`config.mk`:
```
export PLATFORM = sky130hd
export DESIGN_NAME = control_botones_flat
export DESIGN_NICKNAME = d
export VERILOG_FILES = /design/src/rtl/control_botones_if.sv /design/src/rtl/control_botones.sv /design/src/flat_wrapper.sv
export SDC_FILE = /design/constraint.sdc
export NUM_CORES = 1
export LEC_CHECK = 0
export CORE_MARGIN = 5
export CORE_UTILIZATION = 61
export DETAILED_ROUTE_END_ITERATION = 16
export PLACE_DENSITY = 0.8
export SYNTH_ARGS = -nofsm -noshare
export SYNTH_HDL_FRONTEND = slang
export SYNTH_SLANG_ARGS = --single-unit
```
`constraint.sdc`:
```
create_clock -name clk -period 4.2 [get_ports clk]
set_input_delay 1.26 -clock clk [delete_from_list [all_inputs] [get_ports clk]]
set_output_delay 1.26 -clock clk [all_outputs]
set_load 0.005 [all_outputs]
```
`src/rtl/control_botones_if.sv`:
```
// Event handshake between the button controller (master) and the pet state machine (slave).
// ev_code is meaningful only while ev_valid is high.
interface control_botones_if;
  logic       ev_valid;
  logic       ev_ready;
  logic [2:0] ev_code;

  modport master (output ev_valid, output ev_code, input ev_ready);
  modport slave  (input ev_valid, input ev_code, output ev_ready);
endinterface

```
`src/rtl/control_botones.sv`:
```
// Button event controller: edge detection, short/long test-press classification,
// round-robin arbitration of pending events into a small FIFO, sticky test-mode flag.
module control_botones #(
  parameter int LONG_CYCLES = 150000000,
  parameter int CNT_W       = 28,
  parameter int FIFO_DEPTH  = 4
) (
  input  logic                          clk,
  input  logic                          reset,
  input  logic                          btn_test,
  input  logic                          btn_energia,
  input  logic                          btn_sueno,
  input  logic                          clr_ovf,
  control_botones_if.master             ev,
  output logic                          modo_test,
  output logic                          ovf,
  output logic [$clog2(FIFO_DEPTH):0]   nivel
);

  localparam int AW = $clog2(FIFO_DEPTH);
  localparam int CW = AW + 1;
  localparam logic [CNT_W-1:0] LONG_C = CNT_W'(LONG_CYCLES);

  localparam logic [2:0] C_CORTO   = 3'd1;
  localparam logic [2:0] C_LARGO   = 3'd2;
  localparam logic [2:0] C_ENERGIA = 3'd3;
  localparam logic [2:0] C_SUENO   = 3'd4;

  logic             test_prev_q, en_prev_q, su_prev_q;
  logic [CNT_W-1:0] cnt_q, cnt_d;
  logic             pt_q, pt_d, pt_largo_q, pt_largo_d;
  logic             pe_q, pe_d, ps_q, ps_d;
  logic [1:0]       rr_q, rr_d;
  logic             modo_q, modo_d, ovf_q, ovf_d;

  logic [2:0]       mem_q [FIFO_DEPTH];
  logic [AW-1:0]    wr_ptr_q, wr_ptr_d, rd_ptr_q, rd_ptr_d, rd_n;
  logic [CW-1:0]    count_q, count_d, rem;
  logic             ev_valid_q, ev_valid_d;
  logic [2:0]       ev_code_q, ev_code_d;

  logic             rise_t, fall_t, rise_e, rise_s;
  logic             ev_largo, ev_corto, ev_t;
  logic             drop_t, drop_e, drop_s;
  logic [2:0]       req;
  logic             gnt_found, push, pop, full, can_push;
  logic [1:0]       gnt_idx;
  logic [2:0]       rr_sum;
  logic [2:0]       push_code;
  logic             gt, ge, gs;

  assign rise_t = btn_test & ~test_prev_q;
  assign fall_t = ~btn_test & test_prev_q;
  assign rise_e = btn_energia & ~en_prev_q;
  assign rise_s = btn_sueno & ~su_prev_q;

  // Hold counter: restarts on press, saturates at the long-press threshold so
  // the long event fires exactly once and a later release sees cnt == LONG_C.
  always_comb begin
    cnt_d    = cnt_q;
    ev_largo = 1'b0;
    if (rise_t) begin
      cnt_d = '0;
    end else if (btn_test && (cnt_q < LONG_C)) begin
      cnt_d    = cnt_q + 1'b1;
      ev_largo = (cnt_d == LONG_C);
    end
  end

  assign ev_corto = fall_t & (cnt_q < LONG_C);
  assign ev_t     = ev_corto | ev_largo;

  assign req      = {ps_q, pe_q, pt_q};
  assign pop      = ev_valid_q & ev.ev_ready;
  assign full     = (count_q == CW'(FIFO_DEPTH));
  assign can_push = ~full | pop;

  // Round-robin search starting at rr_q; iterating downward leaves the
  // closest requester to the pointer as the final winner.
  always_comb begin
    gnt_found = 1'b0;
    gnt_idx   = rr_q;
    rr_sum    = '0;
    for (int k = 2; k >= 0; k--) begin
      rr_sum = {1'b0, rr_q} + 3'(k);
      if (rr_sum >= 3'd3) rr_sum = rr_sum - 3'd3;
      if (req[rr_sum[1:0]]) begin
        gnt_found = 1'b1;
        gnt_idx   = rr_sum[1:0];
      end
    end
  end

  assign push = gnt_found & can_push;
  assign gt   = push & (gnt_idx == 2'd0);
  assign ge   = push & (gnt_idx == 2'd1);
  assign gs   = push & (gnt_idx == 2'd2);

  always_comb begin
    case (gnt_idx)
      2'd0:    push_code = pt_largo_q ? C_LARGO : C_CORTO;
      2'd1:    push_code = C_ENERGIA;
      default: push_code = C_SUENO;
    endcase
  end

  // A flag being granted this cycle is free to take a new event on the same edge.
  assign drop_t = ev_t & pt_q & ~gt;
  assign drop_e = rise_e & pe_q & ~ge;
  assign drop_s = rise_s & ps_q & ~gs;

  always_comb begin
    pt_d       = (pt_q & ~gt) | ev_t;
    pt_largo_d = (ev_t & ~drop_t) ? ev_largo : pt_largo_q;
    pe_d       = (pe_q & ~ge) | rise_e;
    ps_d       = (ps_q & ~gs) | rise_s;
    rr_d       = rr_q;
    if (push) rr_d = (gnt_idx == 2'd2) ? 2'd0 : gnt_idx + 2'd1;
    modo_d = modo_q ^ ev_largo;
    ovf_d  = ovf_q;
    if (drop_t | drop_e | drop_s) ovf_d = 1'b1;
    else if (clr_ovf)             ovf_d = 1'b0;
  end

  // FIFO bookkeeping and registered head: the head is precomputed so ev_code
  // comes straight from a flop and holds while the consumer stalls.
  always_comb begin
    wr_ptr_d = push ? wr_ptr_q + 1'b1 : wr_ptr_q;
    rd_n     = pop ? rd_ptr_q + 1'b1 : rd_ptr_q;
    rd_ptr_d = rd_n;
    count_d  = count_q + CW'(push) - CW'(pop);
    rem      = count_q - CW'(pop);
    if (count_d == '0)  ev_code_d = 3'd0;
    else if (rem == '0) ev_code_d = push_code;
    else                ev_code_d = mem_q[rd_n];
    ev_valid_d = (count_d != '0);
  end

  always_ff @(posedge clk) begin
    if (push) mem_q[wr_ptr_q] <= push_code;
  end

  always_ff @(posedge clk or negedge reset) begin
    if (!reset) begin
      test_prev_q <= 1'b0;
      en_prev_q   <= 1'b0;
      su_prev_q   <= 1'b0;
      cnt_q       <= '0;
      pt_q        <= 1'b0;
      pt_largo_q  <= 1'b0;
      pe_q        <= 1'b0;
      ps_q        <= 1'b0;
      rr_q        <= 2'd0;
      modo_q      <= 1'b0;
      ovf_q       <= 1'b0;
      wr_ptr_q    <= '0;
      rd_ptr_q    <= '0;
      count_q     <= '0;
      ev_valid_q  <= 1'b0;
      ev_code_q   <= 3'd0;
    end else begin
      test_prev_q <= btn_test;
      en_prev_q   <= btn_energia;
      su_prev_q   <= btn_sueno;
      cnt_q       <= cnt_d;
      pt_q        <= pt_d;
      pt_largo_q  <= pt_largo_d;
      pe_q        <= pe_d;
      ps_q        <= ps_d;
      rr_q        <= rr_d;
      modo_q      <= modo_d;
      ovf_q       <= ovf_d;
      wr_ptr_q    <= wr_ptr_d;
      rd_ptr_q    <= rd_ptr_d;
      count_q     <= count_d;
      ev_valid_q  <= ev_valid_d;
      ev_code_q   <= ev_code_d;
    end
  end

  assign ev.ev_valid = ev_valid_q;
  assign ev.ev_code  = ev_code_q;
  assign modo_test   = modo_q;
  assign ovf         = ovf_q;
  assign nivel       = count_q;

endmodule

```
`src/flat_wrapper.sv`:
```
// flat-port wrapper written by rule: the top's interface ports become plain ports
module control_botones_flat 
#(
  parameter int LONG_CYCLES = 150000000,
  parameter int CNT_W       = 28,
  parameter int FIFO_DEPTH  = 4
)
  (clk, reset, btn_test, btn_energia, btn_sueno, clr_ovf, modo_test, ovf, nivel, ev_ev_valid, ev_ev_code, ev_ev_ready);
  control_botones_if ev_i ();
  input  logic clk;
  input  logic reset;
  input  logic btn_test;
  input  logic btn_energia;
  input  logic btn_sueno;
  input  logic clr_ovf;
  output logic modo_test;
  output logic ovf;
  output logic [$clog2(FIFO_DEPTH):0] nivel;
  output wire logic [$bits(ev_i.ev_valid)-1:0] ev_ev_valid;
  output wire logic [$bits(ev_i.ev_code)-1:0] ev_ev_code;
  input wire logic [$bits(ev_i.ev_ready)-1:0] ev_ev_ready;
  assign ev_ev_valid = ev_i.ev_valid;
  assign ev_ev_code = ev_i.ev_code;
  assign ev_i.ev_ready = ev_ev_ready;
  control_botones #(.LONG_CYCLES(LONG_CYCLES), .CNT_W(CNT_W), .FIFO_DEPTH(FIFO_DEPTH)) u_core (.clk(clk), .reset(reset), .btn_test(btn_test), .btn_energia(btn_energia), .btn_sueno(btn_sueno), .clr_ovf(clr_ovf), .ev(ev_i), .modo_test(modo_test), .ovf(ovf), .nivel(nivel));
endmodule
```
==> results.json, run 1 <==
{
  "fp.dieW_um": 88.2,
  "yosys_most_used_dff": "dfrtp_1",
  "ys_ff_latch": 62,
  "cts_sinks": 62,
  "ctsResizeCount": 0,
  "synth_edf_count": 12,
  "crit_fanout": 4,
  "areaGrowthSynthToFinish_pct": 11.2,
  "nets": 427,
  "worst_r2r_path_depth": 13,
  "hold_viol": 0,
  "synth-async-reset-ratio": 0.806,
  "fin_ws_ps": 814,
  "fmax_mhz": 295,
  "endpoint_kind": "register",
  "place_congestion": 0.896,
  "grt_overflow": 0,
  "outcome": "complete, no violations",
  "finalClockSkew_ps": 11.5,
  "wl_per_cell_um": 17.7,
  "finalCritPeriodShare": 0.806,
  "synth.avg_cell_area_um2": 9.38,
  "synth.top_cell.area_share": 0.335,
  "seq_area_frac_synth": 0.432,
  "synth.distinct_cells": 63,
  "vdd_drop_max_mv": 0.566,
  "synth_top_area_cell": "dfrtp_1",
  "routed_wl_um": 8650,
  "clk_pin_slew_ps": 70,
  "grt_pass1_vias": 3052,
  "worstSkewPairLatency_ps": 340,
  "grt_usage": 0.250,
  "slew_violations": 0,
  "yosys_warnings": 0,
  "cp-start-kind": "primary input",
  "cts_setup_buffers": 0,
  "ant_nets": 0,
  "grt_pass1_wl_um": 14900,
  "die_h_um": 88.2,
  "hold_path.class": "register to register",
  "cts_root_buf": "clkbuf_8",
  "ios": 16,
  "io_buffer_count": 15,
  "drt_iter0_drc": 295,
  "place_area_um2": 3920,
  "power_density_nw_per_um2": 658,
  "rsz0062_at_grt": "no",
  "die_area_um2": 7780,
  "most-common-layout-cells": "dfrtp_1, nor2_1, o21ai_0",
  "p_total_mw": 2.73,
  "worstSetupPathType": "primary input to register",
  "final.setup.tns_ps": 0,
  "syn-num-nets": 417,
  "holdBufCountCts": 0,
  "fp-row-count": 28,
  "drv_cap": 0,
  "crit_arrival_ps": 3600,
  "stdcell_area_um2": 4150,
  "cts_tree": "built",
  "cts_buffer_depth": 2,
  "cts_made_buffers": 9,
  "synth.area.top_cells": "dfrtp_1, edfxtp_1, o21ai_0, nor2_1, ha_1",
  "first_pass_iters": 5,
  "crit_required_ps": 4420,
  "antenna_found_initial": 0,
  "n_antenna_cell": 0,
  "post-route-util": 0.701,
  "dp_slack_ps": 486,
  "relSlewSlack": 0.249,
  "setup_viol_count_final": 0,
  "via_count": 3167,
  "syn_inst": 398,
  "grt_max_degree": 51,
  "route.detailed.drc": 0,
  "worst_pin_slew_ps": 1130,
  "instances_no_fill": 488,
  "period_needed_ps": 3390,
  "syn-cell-area_um2": 3730,
  "via_per_inst": 6.49,
  "start_util": 0.630,
  "placed_cells": 472,
  "hold_depth": 1,
  "h-tree-depth": 3,
  "mostFrequentLayoutCell": "dfrtp_1",
  "drive_gt1_frac": 0.0847,
  "holdWs_ps": 474,
  "core_region_area_um2": 5920,
  "power.leakage_nw": 1.72,
  "dp_hpwl_um": 5990
}
-- cell families after synthesis --
| kind of cell | count (synthesis) | share of synthesized area |
|---|---|---|
| xor+xnor | 21 | 0.0493 |
| mux | 6 | 0.0261 |
| flops | 62 | 0.432 |
| fa+ha+maj | 13 | 0.0449 |
| simple gates | 159 | 0.243 |
| buf+inv | 44 | 0.0473 |
| compound gates | 93 | 0.158 |
-- layer usage --
metal	wire length, µm	GRT usage	up-vias
met1	3560	0.328	1517
met5	0	0	-
met4	281	0.110	0
met2	4150	0.388	153
met3	657	0.0717	36
li1	-	-	1461
-- worst max-delay path, cell delays in order --
cell             delay [ps]
clkdlybuf4s50_1         480
a211oi_1                 70
a21oi_1                 150
o21ai_0                 100
a21oi_1                 200
ha_1                    180
inv_1                    50
fa_1                    370
xnor2_1                 150
xnor2_1                 150
nor3_1                  360
nor2_1                   90
-- power breakdown --
part           leakage [nW]  switching (mW)  internal [mW]
clock network         0.115           0.230          0.394
logic                 0.846           0.647          0.479
registers             0.759           0.132          0.849
total                  1.72            1.01           1.72
-- synth_stat cells (3+ instances only) --
master and n:
buf_2 4, and4_1 6, or3_1 3, xor2_1 13, or4_1 3, a21oi_1 17, o211ai_1 3, and2_1 10
edfxtp_1 12, a211oi_1 3, o21ai_0 34, and3_1 6, mux2i_1 3, nand2_1 25, nor2b_1 6, a31oi_1 3
xnor2_1 8, dfrtp_1 50, nor3_1 10, nand3_1 15, ha_1 11, nor2_1 38, clkbuf_1 13, nand3_2 4
inv_1 23, o31ai_1 11, mux4_2 3, a211o_1 3, nand4_1 14
-- worst paths after layout --
kind                             startpoint                    to  slack, ps
min in group asynchronous             reset       u_core.cnt_q[8]       1130
hold reg to reg            u_core.modo_test      u_core.modo_test        470
hold / removal             u_core.modo_test      u_core.modo_test        470
setup reg to reg             u_core.rr_q[0]  u_core.ev.ev_code[2]       1210
max in group asynchronous             reset      u_core.cnt_q[10]       2360
setup / recovery                ev_ev_ready  u_core.ev.ev_code[2]        810
-- sequential cells by signal (all words and copies together) (netlist names), 2 cells and up --
| signal | cells |
|---|---|
| u_core.cnt_q | 28 |
| u_core.wr_ptr_q | 2 |
| u_core.mem_q | 12 |
| u_core.nivel | 3 |
| u_core.rr_q | 2 |
| u_core.ev.ev_code | 3 |
| u_core.rd_ptr_q | 2 |
-- layout make-up --
type / instances / area [µm²]
multi-input combinational: 292 / 1940
fill: 439 / 1770
sequential: 62 / 1610
timing repair buffer: 20 / 183
clock buffer: 12 / 135
clock inverter: 4 / 95.1
tap: 75 / 93.8
inverter: 23 / 86.3
Power figures use the tool's default switching activity.
==> run 2, diff against run 1 <==
--- a/config.mk
+++ b/config.mk
@@ -6,9 +6,9 @@
 export NUM_CORES = 1
 export LEC_CHECK = 0
 export CORE_MARGIN = 5
-export CORE_UTILIZATION = 61
+export CORE_UTILIZATION = 55
 export DETAILED_ROUTE_END_ITERATION = 16
-export PLACE_DENSITY = 0.8
+export PLACE_DENSITY = 0.76
 export SYNTH_ARGS = -nofsm -noshare
 export SYNTH_HDL_FRONTEND = slang
 export SYNTH_SLANG_ARGS = --single-unit
==> constraint.sdc (replaced) <==
create_clock -name clk -period 2.8 [get_ports clk]
set_input_delay 0.84 -clock clk [delete_from_list [all_inputs] [get_ports clk]]
set_output_delay 0.84 -clock clk [all_outputs]
set_load 0.005 [all_outputs]
==> run 2 against run 1 <==
  * Non-clock buffer count grew 17
  * Routed wire length down 3.3%
  * Largest cell class unchanged
  * Clock skew decreased by 1.9 ps
  * Sequential cell count unchanged
  * Clock-buffer cell count decreased by 3
  * Highest routed layer unchanged
  * Register-to-register slack got worse by 1100 ps
  * Die area is 9.6% higher
==> results.json, run 2 (synthesized netlist as in run 1, its figures left out) <==
{
  "drv_cap": 0,
  "r2r_start": "u_core.cnt_q[0]",
  "r2r-end": "u_core.pt_largo_q",
  "grt_pass1_wl_um": 14100,
  "via_count": 3097,
  "worstSkewPairLatency_ps": 340,
  "critical_path.cell_chain": "clkdlybuf4s50_1 > a211oi_1 > a21oi_1 > o21ai_1 > a21oi_2 > ha_1 > inv_1 > fa_2 > xnor2_2 > xnor2_2 > nor3_4 > a21oi_1",
  "cpMaxStageDelayCell": "clkdlybuf4s50_1",
  "holdBufCountCts": 0,
  "route.detailed.drc": 0,
  "cp-start-kind": "primary input",
  "routed_wl_um": 8370,
  "place_area_um2": 4080,
  "largest_register_ffs": 28,
  "die_h_um": 92.4,
  "most-common-layout-cells": "dfrtp_1, nor2_1, o21ai_0",
  "slew_violations": 0,
  "fp.dieW_um": 92.4,
  "dr_wl_met2_um": 3860,
  "critical_path.top_delay_family": "buffers and inverters",
  "wl_met3_um": 514,
  "met1_length_um": 3870,
  "drt_iter0_drc": 271,
  "start_util": 0.559,
  "place_congestion": 0.900,
  "period_needed_ps": 2680,
  "grt_pass1_vias": 2875,
  "stdcell_area_um2": 4300,
  "worstSetupPathType": "primary input to register",
  "nets": 444,
  "clk_pin_slew_ps": 80,
  "ant_nets": 0,
  "power_frac_clock": 0.187,
  "crit_required_ps": 3020,
  "first_pass_iters": 5,
  "p_comb_frac": 0.470,
  "endpoint_kind": "register",
  "power_density_nw_per_um2": 985,
  "fp-row-count": 30,
  "grt_max_degree": 24,
  "crit_arrival_ps": 2900,
  "worst_r2r_path_depth": 8,
  "vdd_drop_max_mv": 0.466,
  "reg.largest.list": "u_core.cnt_q (28), u_core.mem_q (12)",
  "max_flop_register": "u_core.cnt_q",
  "io_buffer_count": 15,
  "wl_per_cell_um": 16.4,
  "post-route-util": 0.643,
  "cts_root_buf": "clkbuf_8",
  "cts_made_buffers": 9,
  "dp_hpwl_um": 6170,
  "drive_gt1_frac": 0.149,
  "fmax_mhz": 374,
  "r2r_setup_slack_ps": 130,
  "cts_tree": "built",
  "antenna_found_initial": 0,
  "crit_fanout": 4,
  "top_layer_used": "met4",
  "final.setup.tns_ps": 0,
  "outcome": "complete, no violations",
  "p_sw_mw": 1.65,
  "cts_sinks": 62,
  "seq_power_share": 0.343,
  "hold_path.class": "primary input to asynchronous set/reset pin",
  "power.leakage_nw": 1.80,
  "worst_pin_slew_ps": 836,
  "relSlewSlack": 0.440,
  "core_region_area_um2": 6680,
  "hold_viol": 0,
  "setup_viol_count_final": 0,
  "h-tree-depth": 3,
  "finalCritPeriodShare": 0.955,
  "via_per_inst": 6.07,
  "swShare": 0.390,
  "n_antenna_cell": 0,
  "finalClockSkew_ps": 9.58,
  "ctsResizeCount": 0,
  "p_int_mw": 2.58,
  "grt_usage": 0.206,
  "cts_buffer_depth": 2,
  "critPathBufInv": 2,
  "cts_setup_buffers": 0,
  "areaGrowthSynthToFinish_pct": 15.2,
  "die_area_um2": 8530,
  "grt_overflow": 0,
  "slowest_delay_ps": 470,
  "mostFrequentLayoutCell": "dfrtp_1",
  "ios": 16
}
[run 2: cell types whose count changed in the layout (fill, tap and decap cells not counted), moves of 2 or more]
cell	previous run	this run
buf_4	5	22
clkbuf_1	3	0
bufinv_16	3	1
clkinvlp_4	0	2
ha_1	11	9
xnor2_1	8	6
xnor2_2	0	2
[run 2: metal layers]
layer | up-vias | GRT usage
met4 | 0 | 0.0743
met5 | - | 0
met3 | 13 | 0.0366
li1 | 1497 | -
met1 | 1464 | 0.294
met2 | 123 | 0.313
[run 2: power by group through the flow]
stage	Combinational [mW]	Clock [mW]	Sequential [mW]
3_5_place_dp	1.88	0	1.47
5_1_grt	2.21	0.848	1.49
2_1_floorplan	1.39	0	1.40
4_1_cts	1.89	0.803	1.45
3_3_place_gp	1.80	0	1.45
6_report	1.99	0.792	1.45
[run 2: worst max path at each step]
stage                   start                    to  slack (ps)  depth (start not counted)
5_1_grt           ev_ev_ready  u_core.ev.ev_code[1]         -30                         12
4_1_cts           ev_ev_ready  u_core.ev.ev_code[2]          10                         12
3_3_place_gp      ev_ev_ready  u_core.ev.ev_code[2]        -280                         12
3_5_place_dp      ev_ev_ready  u_core.ev.ev_code[2]        -350                         12
6_report          ev_ev_ready  u_core.ev.ev_code[1]         120                         12
2_1_floorplan  u_core.rr_q[1]  u_core.ev.ev_code[2]          10                         13
[run 2: through the flow]
step / total power [mW] / cells / hold slack, ps / worst slack [ps]
floorplan: 2.79 / 398 / 416 / 12.4
finish: 4.24 / 510 / 457 / 125
global placement: 3.26 / 494 / 438 / -277
CTS: 4.14 / 510 / 462 / 13.6
detailed placement: 3.35 / 494 / 467 / -353
global route: 4.55 / 510 / 493 / -28.9
[run 2: cell type report]
class	instances	area, µm²
Fill cell	547	2380
Multi-Input combinational cell	292	1990
Sequential cell	62	1610
Timing Repair Buffer	37	310
Clock buffer	9	124
Tap cell	80	100
Inverter	23	86.3
Clock inverter	7	72.6
==> run 3, diff against run 2 <==
--- a/config.mk
+++ b/config.mk
@@ -5,9 +5,11 @@
 export SDC_FILE = /design/constraint.sdc
 export NUM_CORES = 1
 export LEC_CHECK = 0
+export CORE_ASPECT_RATIO = 1.2
 export CORE_MARGIN = 5
 export CORE_UTILIZATION = 55
 export DETAILED_ROUTE_END_ITERATION = 16
+export HOLD_SLACK_MARGIN = 0.1
 export PLACE_DENSITY = 0.76
 export SYNTH_ARGS = -nofsm -noshare
 export SYNTH_HDL_FRONTEND = slang
==> run 3 against run 2 <==
  * Via count up 0.84%
  * Die area about the same
  * Core utilization down 0.19 points
  * Sequential power about the same
  * Sequential cell count unchanged
  * Non-clock buffer count unchanged
  * Sequential share of layout area down 0.16 points
  * Clock-buffer cell count unchanged
  * Critical endpoint is now u_core.ev.ev_code[2]
==> results.json, run 3 (synthesized netlist as in run 1, its figures left out) <==
{
  "die_area_um2": 8540,
  "ant_nets": 0,
  "cpMaxStageDelayCell": "clkdlybuf4s50_1",
  "period_needed_ps": 2670,
  "core_region_area_um2": 6730,
  "grt_overflow": 0,
  "endpoint_kind": "register",
  "route.detailed.drc": 0,
  "worstSkewPairLatency_ps": 350,
  "fmax_mhz": 375,
  "cts_made_buffers": 9,
  "power.leakage_nw": 1.80,
  "setup_viol_count_final": 0,
  "ios": 16,
  "place_congestion": 0.836,
  "p_comb_frac": 0.467,
  "cp_num_cells": 12,
  "cts_tree": "built",
  "holdBufCountCts": 0,
  "drive_gt1_frac": 0.149,
  "slew_violations": 0,
  "io_buffer_count": 15,
  "cts_root_buf": "clkbuf_8",
  "largest_register_ffs": 28,
  "hold_viol": 0,
  "instances_no_fill": 517,
  "crit_fanout": 4,
  "worstSetupPathType": "primary input to register",
  "finalClockSkew_ps": 2.92,
  "h-tree-depth": 3,
  "nets": 444,
  "outcome": "complete, no violations",
  "first_pass_iters": 5,
  "placed_cells": 500,
  "fp.dieW_um": 85.2,
  "slowest_delay_ps": 470,
  "crit_arrival_ps": 2910,
  "cp-start-kind": "primary input",
  "cts_buffer_depth": 2,
  "dp_hpwl_um": 6100,
  "finalCritPeriodShare": 0.954,
  "reg.largest.list": "u_core.cnt_q (28), u_core.mem_q (12)",
  "routed_wl_um": 8420,
  "p_sw_mw": 1.66,
  "power_density_nw_per_um2": 987,
  "n_antenna_cell": 0,
  "drt_iter0_drc": 222,
  "seq_power_share": 0.340,
  "wl_per_cell_um": 16.3,
  "worst_r2r_path_depth": 8,
  "rsz0062_at_grt": "no",
  "max_flop_register": "u_core.cnt_q",
  "antenna_found_initial": 0,
  "path_common_cell": "xnor2_2",
  "swShare": 0.389,
  "critPathBufInv": 2,
  "die_h_um": 100,
  "via_per_inst": 6.04,
  "critical_path.cell_chain": "clkdlybuf4s50_1 > a211oi_1 > a21oi_1 > o21ai_1 > a21oi_2 > ha_1 > inv_1 > fa_2 > xnor2_2 > xnor2_2 > nor3_4 > nor2_1",
  "clk_pin_slew_ps": 80,
  "mostFrequentLayoutCell": "dfrtp_1",
  "grt_max_degree": 51,
  "worst_pin_slew_ps": 772,
  "hold_path.class": "register to register",
  "via_count": 3123,
  "critical_path.top_delay_family": "buffers and inverters",
  "drv_cap": 0,
  "start_util": 0.555,
  "vdd_drop_max_mv": 0.545,
  "power_frac_clock": 0.192,
  "relSlewSlack": 0.483,
  "grt_pass1_vias": 2977,
  "p_total_mw": 4.26,
  "fp-row-count": 33,
  "most-common-layout-cells": "dfrtp_1, nor2_1, o21ai_0",
  "cts_sinks": 62,
  "areaGrowthSynthToFinish_pct": 15.7,
  "grt_usage": 0.211,
  "hold_depth": 1,
  "p_int_mw": 2.61,
  "crit_required_ps": 3040,
  "grt_pass1_wl_um": 14300
}
[run 3: cell count changes in the layout (fill, tap and decap cells not counted), sizes merged]
cell    change
clkinv      -1
inv         +1
[run 3: worst register-to-register path: stages (launching register included)]
cell	delay [ps]
dfrtp_1	420
ha_2	280
and4_1	330
nand4_1	220
xnor2_1	230
o211ai_1	150
or4_4	450
or4_1	400
nand2_1	70
[run 3: what timing repair did]
| action | CTS | global route |
|---|---|---|
| endpoints found under the setup margin | 0 | 7 |
| resized for setup | 0 | 5 |
| endpoints found under the hold margin | 0 | 0 |
| setup buffers | 0 | 1 |
[run 3: per-stage QoR]
stage | hold slack [ps] | util | TNS, ps | setup WS, ps | cell area (µm²)
finish | 440 | 0.642 | 0 | 130 | 4320
global route | 462 | 0.642 | 0 | 2.63 | 4320
CTS | 447 | 0.637 | 0 | 2.02 | 4290
detailed placement | 437 | 0.606 | -1500 | -361 | 4080
global placement | 429 | 0.606 | -1070 | -278 | 4080
floorplan | 416 | - | 0 | 12.4 | 3790
[run 3: path summary, 6_finish.rpt]
kind                                        from                   end  slack (ps)
worst min-delay path            u_core.en_prev_q           u_core.pe_q         440
worst max register to register   u_core.cnt_q[0]     u_core.pt_largo_q         180
worst min register to register  u_core.en_prev_q           u_core.pe_q         440
max in group asynchronous                  reset        u_core.rr_q[0]        1780
worst max-delay path                 ev_ev_ready  u_core.ev.ev_code[2]         130
min in group asynchronous                  reset       u_core.cnt_q[3]         580
[run 3: power by group through the flow]
stage          Combinational, mW  Sequential (mW)  Clock, mW
5_1_grt                     2.21             1.48      0.883
3_3_place_gp                1.80             1.45          0
4_1_cts                     1.86             1.45      0.835
2_1_floorplan               1.39             1.40          0
6_report                    1.99             1.45      0.820
3_5_place_dp                1.85             1.46          0
[run 3: layout make-up]
cell class	instances	area [µm²]
Fill cell	528	2410
Multi-Input combinational cell	292	1990
Sequential cell	62	1610
Timing Repair Buffer	37	310
Clock buffer	9	124
Tap cell	87	109
Inverter	23	86.3
Clock inverter	7	82.6
[run 3: routing by layer]
metal	global-route usage	part of all wire	wire, µm	up-vias
met5	0	0	0	-
met2	0.362	0.51	4280	98
li1	-	-	-	1504
met3	0.0304	0.049	410	30
met1	0.253	0.40	3380	1491
met4	0.119	0.042	353	0
